### config.mk
export PLATFORM = sky130hd
export DESIGN_NAME = alu_issue
export DESIGN_NICKNAME = d
export VERILOG_FILES = /design/src/rtl/alu_issue.sv
export SDC_FILE = /design/constraint.sdc
export NUM_CORES = 1
export LEC_CHECK = 0
export BUFFER_PORTS_ARGS = -buffer_cell sky130_fd_sc_hd__buf_4
export CAP_MARGIN = 20
export CORE_AREA = 2 2 159 161
export CTS_BUF_LIST = sky130_fd_sc_hd__clkbuf_8 sky130_fd_sc_hd__clkbuf_16
export DETAILED_ROUTE_END_ITERATION = 10
export DIE_AREA = 0 0 161 163
export SLEW_MARGIN = 20
export SYNTH_ARGS = -nofsm -noshare
export SYNTH_HDL_FRONTEND = slang
export SYNTH_SLANG_ARGS = --single-unit
### constraint.sdc
create_clock -name i_clk -period 1.5 [get_ports i_clk]
set_input_delay 0.15 -clock i_clk [delete_from_list [all_inputs] [get_ports i_clk]]
set_output_delay 0.15 -clock i_clk [all_outputs]
set_load 0.1 [all_outputs]
### src/rtl/alu_issue.sv
// ============================================================================
// alu_issue : single-entry issue stage between decode, one FU and writeback.
// Optional WAIT watchdog enabled by ALU_ISSUE_TIMEOUT_EN.  Rev 1.0
// ============================================================================
`default_nettype none

module alu_issue #(
  parameter int TIMEOUT_CYCLES = 16,
  parameter int RD_W           = 5
) (
  input  logic            i_clk,
  input  logic            i_rst_n,
  input  logic            i_req_valid,
  output logic            o_req_ready,
  input  logic [63:0]     i_req_op1,
  input  logic [63:0]     i_req_op2,
  input  logic [RD_W-1:0] i_req_rd,
  output logic            o_alu_start,
  output logic [63:0]     o_alu_op1,
  output logic [63:0]     o_alu_op2,
  input  logic            i_alu_done,
  input  logic [63:0]     i_alu_result,
  output logic            o_wb_valid,
  input  logic            i_wb_ready,
  output logic [63:0]     o_wb_result,
  output logic [RD_W-1:0] o_wb_rd,
  output logic            o_busy,
  output logic            o_timeout
);

  if (TIMEOUT_CYCLES < 2 || TIMEOUT_CYCLES > 255) begin : g_bad_timeout
    $error("alu_issue: TIMEOUT_CYCLES must be within 2..255");
  end

  typedef enum logic [1:0] {
    S_IDLE  = 2'd0,
    S_ISSUE = 2'd1,
    S_WAIT  = 2'd2,
    S_WB    = 2'd3
  } state_t;

  state_t          state_q, state_d;
  logic [63:0]     op1_q, op1_d;
  logic [63:0]     op2_q, op2_d;
  logic [RD_W-1:0] rd_q, rd_d;
  logic [63:0]     result_q, result_d;

`ifdef ALU_ISSUE_TIMEOUT_EN
  localparam logic [7:0] TERM_CNT = 8'(TIMEOUT_CYCLES - 1);
  logic [7:0] cnt_q, cnt_d;
  logic       timeout_q, timeout_d;
`endif

  always_ff @(posedge i_clk) begin
    if (!i_rst_n) begin
      state_q  <= S_IDLE;
      op1_q    <= 64'h0;
      op2_q    <= 64'h0;
      rd_q     <= '0;
      result_q <= 64'h0;
`ifdef ALU_ISSUE_TIMEOUT_EN
      cnt_q     <= 8'h0;
      timeout_q <= 1'b0;
`endif
    end else begin
      state_q  <= state_d;
      op1_q    <= op1_d;
      op2_q    <= op2_d;
      rd_q     <= rd_d;
      result_q <= result_d;
`ifdef ALU_ISSUE_TIMEOUT_EN
      cnt_q     <= cnt_d;
      timeout_q <= timeout_d;
`endif
    end
  end

  always_comb begin
    state_d     = state_q;
    op1_d       = op1_q;
    op2_d       = op2_q;
    rd_d        = rd_q;
    result_d    = result_q;
    o_req_ready = 1'b0;
    o_alu_start = 1'b0;
    o_wb_valid  = 1'b0;
`ifdef ALU_ISSUE_TIMEOUT_EN
    cnt_d     = cnt_q;
    timeout_d = timeout_q;
`endif
    case (state_q)
      S_IDLE: begin
        o_req_ready = 1'b1;
        if (i_req_valid) begin
          op1_d   = i_req_op1;
          op2_d   = i_req_op2;
          rd_d    = i_req_rd;
          state_d = S_ISSUE;
        end
      end
      S_ISSUE: begin
        o_alu_start = 1'b1;
        state_d     = S_WAIT;
`ifdef ALU_ISSUE_TIMEOUT_EN
        cnt_d = 8'h0;
`endif
      end
      S_WAIT: begin
        // A completion on the terminal-count cycle wins over the watchdog.
        if (i_alu_done) begin
          result_d = i_alu_result;
          state_d  = S_WB;
        end
`ifdef ALU_ISSUE_TIMEOUT_EN
        else if (cnt_q == TERM_CNT) begin
          result_d  = 64'h0;
          timeout_d = 1'b1;
          state_d   = S_WB;
        end else begin
          cnt_d = cnt_q + 8'h1;
        end
`endif
      end
      S_WB: begin
        o_wb_valid = 1'b1;
        if (i_wb_ready) begin
          // Accepting here skips the IDLE bubble between operations.
          o_req_ready = 1'b1;
          if (i_req_valid) begin
            op1_d   = i_req_op1;
            op2_d   = i_req_op2;
            rd_d    = i_req_rd;
            state_d = S_ISSUE;
          end else begin
            state_d = S_IDLE;
          end
        end
      end
      default: state_d = S_IDLE;
    endcase
  end

  assign o_alu_op1   = op1_q;
  assign o_alu_op2   = op2_q;
  assign o_wb_result = result_q;
  assign o_wb_rd     = rd_q;
  assign o_busy      = (state_q != S_IDLE);

`ifdef ALU_ISSUE_TIMEOUT_EN
  assign o_timeout = timeout_q;
`else
  assign o_timeout = 1'b0;
`endif

endmodule

`default_nettype wire
* Yosys cells after proc, flatten, opt, wreduce, memory -nomap -nowiden
Index checks and enable logic that the tools add are counted.
** Operators by class
- Add/subtract/negate cells :: 0
- Multipliers :: 0
- Divide/modulo/power cells :: 0
- Order comparisons :: 0
- Eq/ne operators :: 6
- Shifts and indexed selects :: 0
- Multiplexer cells :: 18
- Bitwise operators :: 0
- Reduce and logical (&&, ||, !) cells :: 6
** Operators with widths (number)
- two-way mux 64 bit :: 4
- case mux 64 bit (2 select lines) :: 2
- two-way mux 5 bit :: 2
- case mux 5 bit (2 select lines) :: 1
- case mux 2 bit (4 select lines) :: 1
- two-way mux 2 bit :: 3
- inequality test 2 bit (second input constant) :: 3
- == test 2 bit (second input constant) :: 2
- two-way mux 1 bit :: 4
- AND reduction 2 bit :: 2
- nonzero test 2 bit :: 2
- AND reduction 3 bit :: 1
- == test 2 x 1 -> 1 bit (second input constant) :: 1
- logical NOT 2 bit :: 1
- case mux 1 bit (2 select lines) :: 1
** Storage, ports and cells
- Bits in registers :: 199
- Bits in latches :: 0
- Bits in writable memories :: 0
- ROM bits :: 0
- Bits of input ports :: 202
- Output and inout bits :: 202
- Word-level logic and storage cells :: 35
- Memories :: 0

* Depth between registers and ports, before layout
- Depth in word-level cells :: 3
- Gate-level depth with buffers :: 8
- Depth with buffers taken out :: 5

* Worst setup path before layout
Ideal clock, no wire load.
- Path type :: flip-flop to flip-flop
- Start :: reg state_q[1]
- End :: reg op2_q[10], in the netlist o_alu_op2[10]
- Setup time :: 0.071 ns
- Data arrival time :: 2.263 ns
- Data required time :: 1.429 ns
- Path slack :: -0.834 ns
- Cell stages (with the launch flop) :: 7
- Buffers on the path :: 2
- Period minus slack after synthesis :: 2.334 ns
- Cells stage by stage :: dfxtp_1 -> ha_1 -> mux2i_2 -> buf_6 -> buf_8 -> o21ai_1 -> a21oi_2
** On the way
- Word-level cells in the longest chain between the ends :: 3
- Elaborated cells between the ends (all ways) :: 6
- Those cells by class :: 2 x eq/ne; 1 x mux; 3 x reduce/logical
** Ends and longest elaborated chain
- from (decl) :: line 42 : state_t state_q, state_d;
- from (signal assigned) :: line 66 : state_q <= state_d;
- == test 2 bit / logical NOT 2 bit (equally long branches) :: line 91 : case (state_q)
- inequality test 2 bit (no line) / nonzero test 2 bit (equally long branches)
- AND reduction 2 bit (no line)
- to (signal assigned) :: line 68 : op2_q <= op2_d;
- to (decl) :: line 44 : logic [63:0] op2_q, op2_d;
Parallel ways exist; a longest one is shown, timed or not.
A chain may end at the register's enable or synchronous reset.

* Worst setup path after layout
- Start :: reg state_q[1]
- End :: out o_req_ready
** On the way
- Word-level cells in the longest chain between the ends :: 2
- Elaborated cells between the ends (all ways) :: 3
- Those cells by class :: 1 x eq/ne; 1 x mux; 1 x reduce/logical
** Ends and longest elaborated chain
- == test 2 bit / logical NOT 2 bit (equally long branches) :: line 91
- case mux 1 bit (2 select lines) * :: line 91
- to (decl) :: line 14 : output logic o_req_ready,
Mark *: on every way between the ends. The rest lies on a longest branch, timed or not.

==> results_dict.tcl <==
set metrics [dict create \
    status "finished, violations left" \
    violations "negative setup slack" \
    final_common_cell "buf_4" \
    drt_iter0_drc 575 \
    yosys_warnings 0 \
    grt_max_degree 68 \
    die_h_um 163 \
    critical_path_class "reg -> out" \
    die-area_um2 26200 \
    cp.arrival_ns 1.57 \
    grt-ovfl-total 0 \
    ys_ff_latch 199 \
    rows 58 \
    utilization_pct 60.5 \
    p_switching_uw 15000 \
    wl_per_cell_um 17.3 \
    h-tree-depth 4 \
    finalSetupViolCount 135 \
    io_buffers 402 \
    finalWirelength_um 32400 \
    p_leak_uw 0.00618 \
    num_vias 9256 \
    drive_above_1_share_pct 42.7 \
    netSwitchingFraction_pct 50.4 \
    synth.yosys.seq_area_share_pct 50.4 \
    gr-usage-all-layers_pct 22.8 \
    root_buffer "clkbuf_16" \
    worstSetupEndpointType "primary output" \
    layout_common_cells "429 x buf_4, 197 x dfxtp_1, 190 x dlygate4sd3_1" \
    hold_class "in -> reg" \
    maxSlewViolCount 0 \
    whs_ns 0.0166 \
    cts_tree "done" \
    finalCriticalPeriod_ns 1.72 \
    synth_nets 1122 \
    antenna_found_initial 1 \
    seqPwrFrac_pct 22.6 \
    numCtsBuffers 17 \
    max-vdd-ir-drop_uv 1140 \
    drv_cap 0 \
    synth_largest_area_cell "dfxtp_1" \
    yosys-top-cells-area "dfxtp_1 50%, a21oi_1 8.2%, nand3_1 7.8%, a21oi_2 7.8%, nand2_1 6.1%" \
    viasPerCell 4.96 \
    synthToLayoutAreaGrowth_pct 88.9 \
    die_w_um 161 \
    rsz0062_at_grt "true" \
    finClkSkew_ns 0.0118 \
    clk_path_buf_depth 2 \
    start_util_pct 32.0 \
    clk_latency_ns 0.44 \
    pre_cts_slack_ns -0.138 \
    ys_types 32 \
    max_freq_mhz 581 \
    grt_pass1_vias 9079 \
    firstDrtPassIters 5 \
    gp_congestion 0.797 \
    synth_cells 914 \
    combPwrFrac_pct 62.1 \
    postSynthAreaPerCell_um2 8.64 \
    p_clk_share_pct 15.3 \
    syn-cell-area_um2 7900 \
    core-area_um2 24700 \
    p_int_uw 14800 \
    critPathMaxFanout 4 \
    numClockSinks 199 \
    critical_path_required_ns 1.35 \
    io_pins 404 \
    finalNetCount 1730 \
    synth_top_area_share_pct 50.4 \
    hpwl_um 19600 \
    worst_slack_ns -0.221 \
    startpoint_type "flip-flop" \
    hold_viol 0 \
    cts.clk_slew.worst_paths_ns 0.08 \
    antenna_left 0 \
    grt_pass1_wl_um 48400 \
    min_period_over_period_pct 115 \
    pwr_density_cell_nw_per_um2 1990 \
    drc_errors 0 \
    finalPower_uw 29800 \
]
==> per-stage QoR <==
stage / TNS [ns] / instances / cell area, um2
6_report: -20.20 / 1866 / 14900
5_1_grt: -30.42 / 1866 / 14900
4_1_cts: -21.54 / 1852 / 14500
3_5_place_dp: -11.15 / 1615 / 11600
3_3_place_gp: -7.73 / 1615 / 11600
2_1_floorplan: -21.68 / 914 / 7950
==> critical path, stage by stage (launching register included) <==
cell	delay [ns]
dfxtp_4	0.38
inv_4	0.04
ha_4	0.15
buf_6	0.11
buf_6	0.12
a21oi_4	0.12
nor2_4	0.05
buf_12	0.16
==> routing by layer <==
| metal | vias up | global-route usage [%] | part of all wire (%) |
|---|---|---|---|
| li1 | 4393 | - | - |
| met1 | 4417 | 27.8 | 42 |
| met2 | 390 | 39.1 | 49 |
| met3 | 56 | 5.70 | 6.9 |
| met4 | 0 | 7.91 | 2.5 |
| met5 | - | 0 | 0 |
==> repair_timing <==
action / in CTS / in global routing
gates cloned: 7 / 11
gates resized for setup: 83 / 57
setup endpoints to repair: 138 / 203
hold buffers: 190 / 0
hold endpoints to repair: 190 / 0
pin swaps: 36 / 24
buffers inserted: 8 / 3
==> power by group through the flow <==
stage | Combinational, uW | Clock [uW] | Sequential (uW)
floorplan | 5070 | 0 | 13200
global placement | 15200 | 0 | 6780
detailed placement | 15200 | 0 | 6810
CTS | 17600 | 4670 | 6700
global route | 19200 | 4900 | 6840
finish | 18500 | 4550 | 6740
==> layout make-up <==
type	count	area, um2
clock buffer	18	439
antenna	1	2.50
tap	330	413
fill	2051	9750
clock inverter	14	140
sequential	199	3990
timing repair buffer	681	6290
multi-input combinational	618	3620
inverter	5	30.0
==> flip-flops by register name (all words and copies together) (netlist names) <==
| signal | count |
|---|---|
| o_alu_op2 | 64 |
| o_wb_result | 64 |
| o_alu_op1 | 64 |
| state_q | 2 |
| o_wb_rd | 5 |
==> Yosys cell counts <==
| cell | number |
|---|---|
| dfxtp_1 | 199 |
| a21oi_1 | 129 |
| nand2_1 | 129 |
| nand3_1 | 123 |
| a21oi_2 | 70 |
| o21ai_1 | 70 |
| o21ai_0 | 63 |
| clkbuf_1 | 33 |
| buf_2 | 22 |
| buf_8 | 13 |
| clkbuf_2 | 13 |
| nand3_2 | 10 |
| buf_1 | 7 |
| ha_1 | 6 |
| inv_1 | 3 |
| nand2b_1 | 3 |
| nor2b_1 | 3 |
| buf_4 | 2 |
| buf_6 | 2 |
| inv_2 | 2 |
| a211oi_1 | 1 |
| a221oi_1 | 1 |
| and2_1 | 1 |
| buf_12 | 1 |
| conb_1 | 1 |
| mux2_1 | 1 |
| mux2i_2 | 1 |
| nand4_1 | 1 |
| nor2_1 | 1 |
| nor3_1 | 1 |
| o2111ai_1 | 1 |
| o31ai_1 | 1 |
==> path summary, 6_finish.rpt <==
| check | from | end | slack (ns) | cells past startpoint |
|---|---|---|---|---|
| hold reg to reg | o_wb_result[47] | o_wb_result[47] | 0.46 | 2 |
| setup / recovery | state_q[1] | o_req_ready | -0.22 | 7 |
| setup reg to reg | state_q[1] | o_alu_op1[20] | -0.22 | 8 |
| hold / removal | i_req_op1[27] | o_alu_op1[27] | 0.02 | 3 |
==> cell families after synthesis <==
family,after synthesis,share of synthesized area (%)
fa+ha+maj,6,0.950
buf+inv,98,7.55
simple gates,272,15.9
mux,2,0.317
flops,199,50.4
other cells,1,0.0475
compound gates,336,24.8
Power figures use the tool's default switching activity.
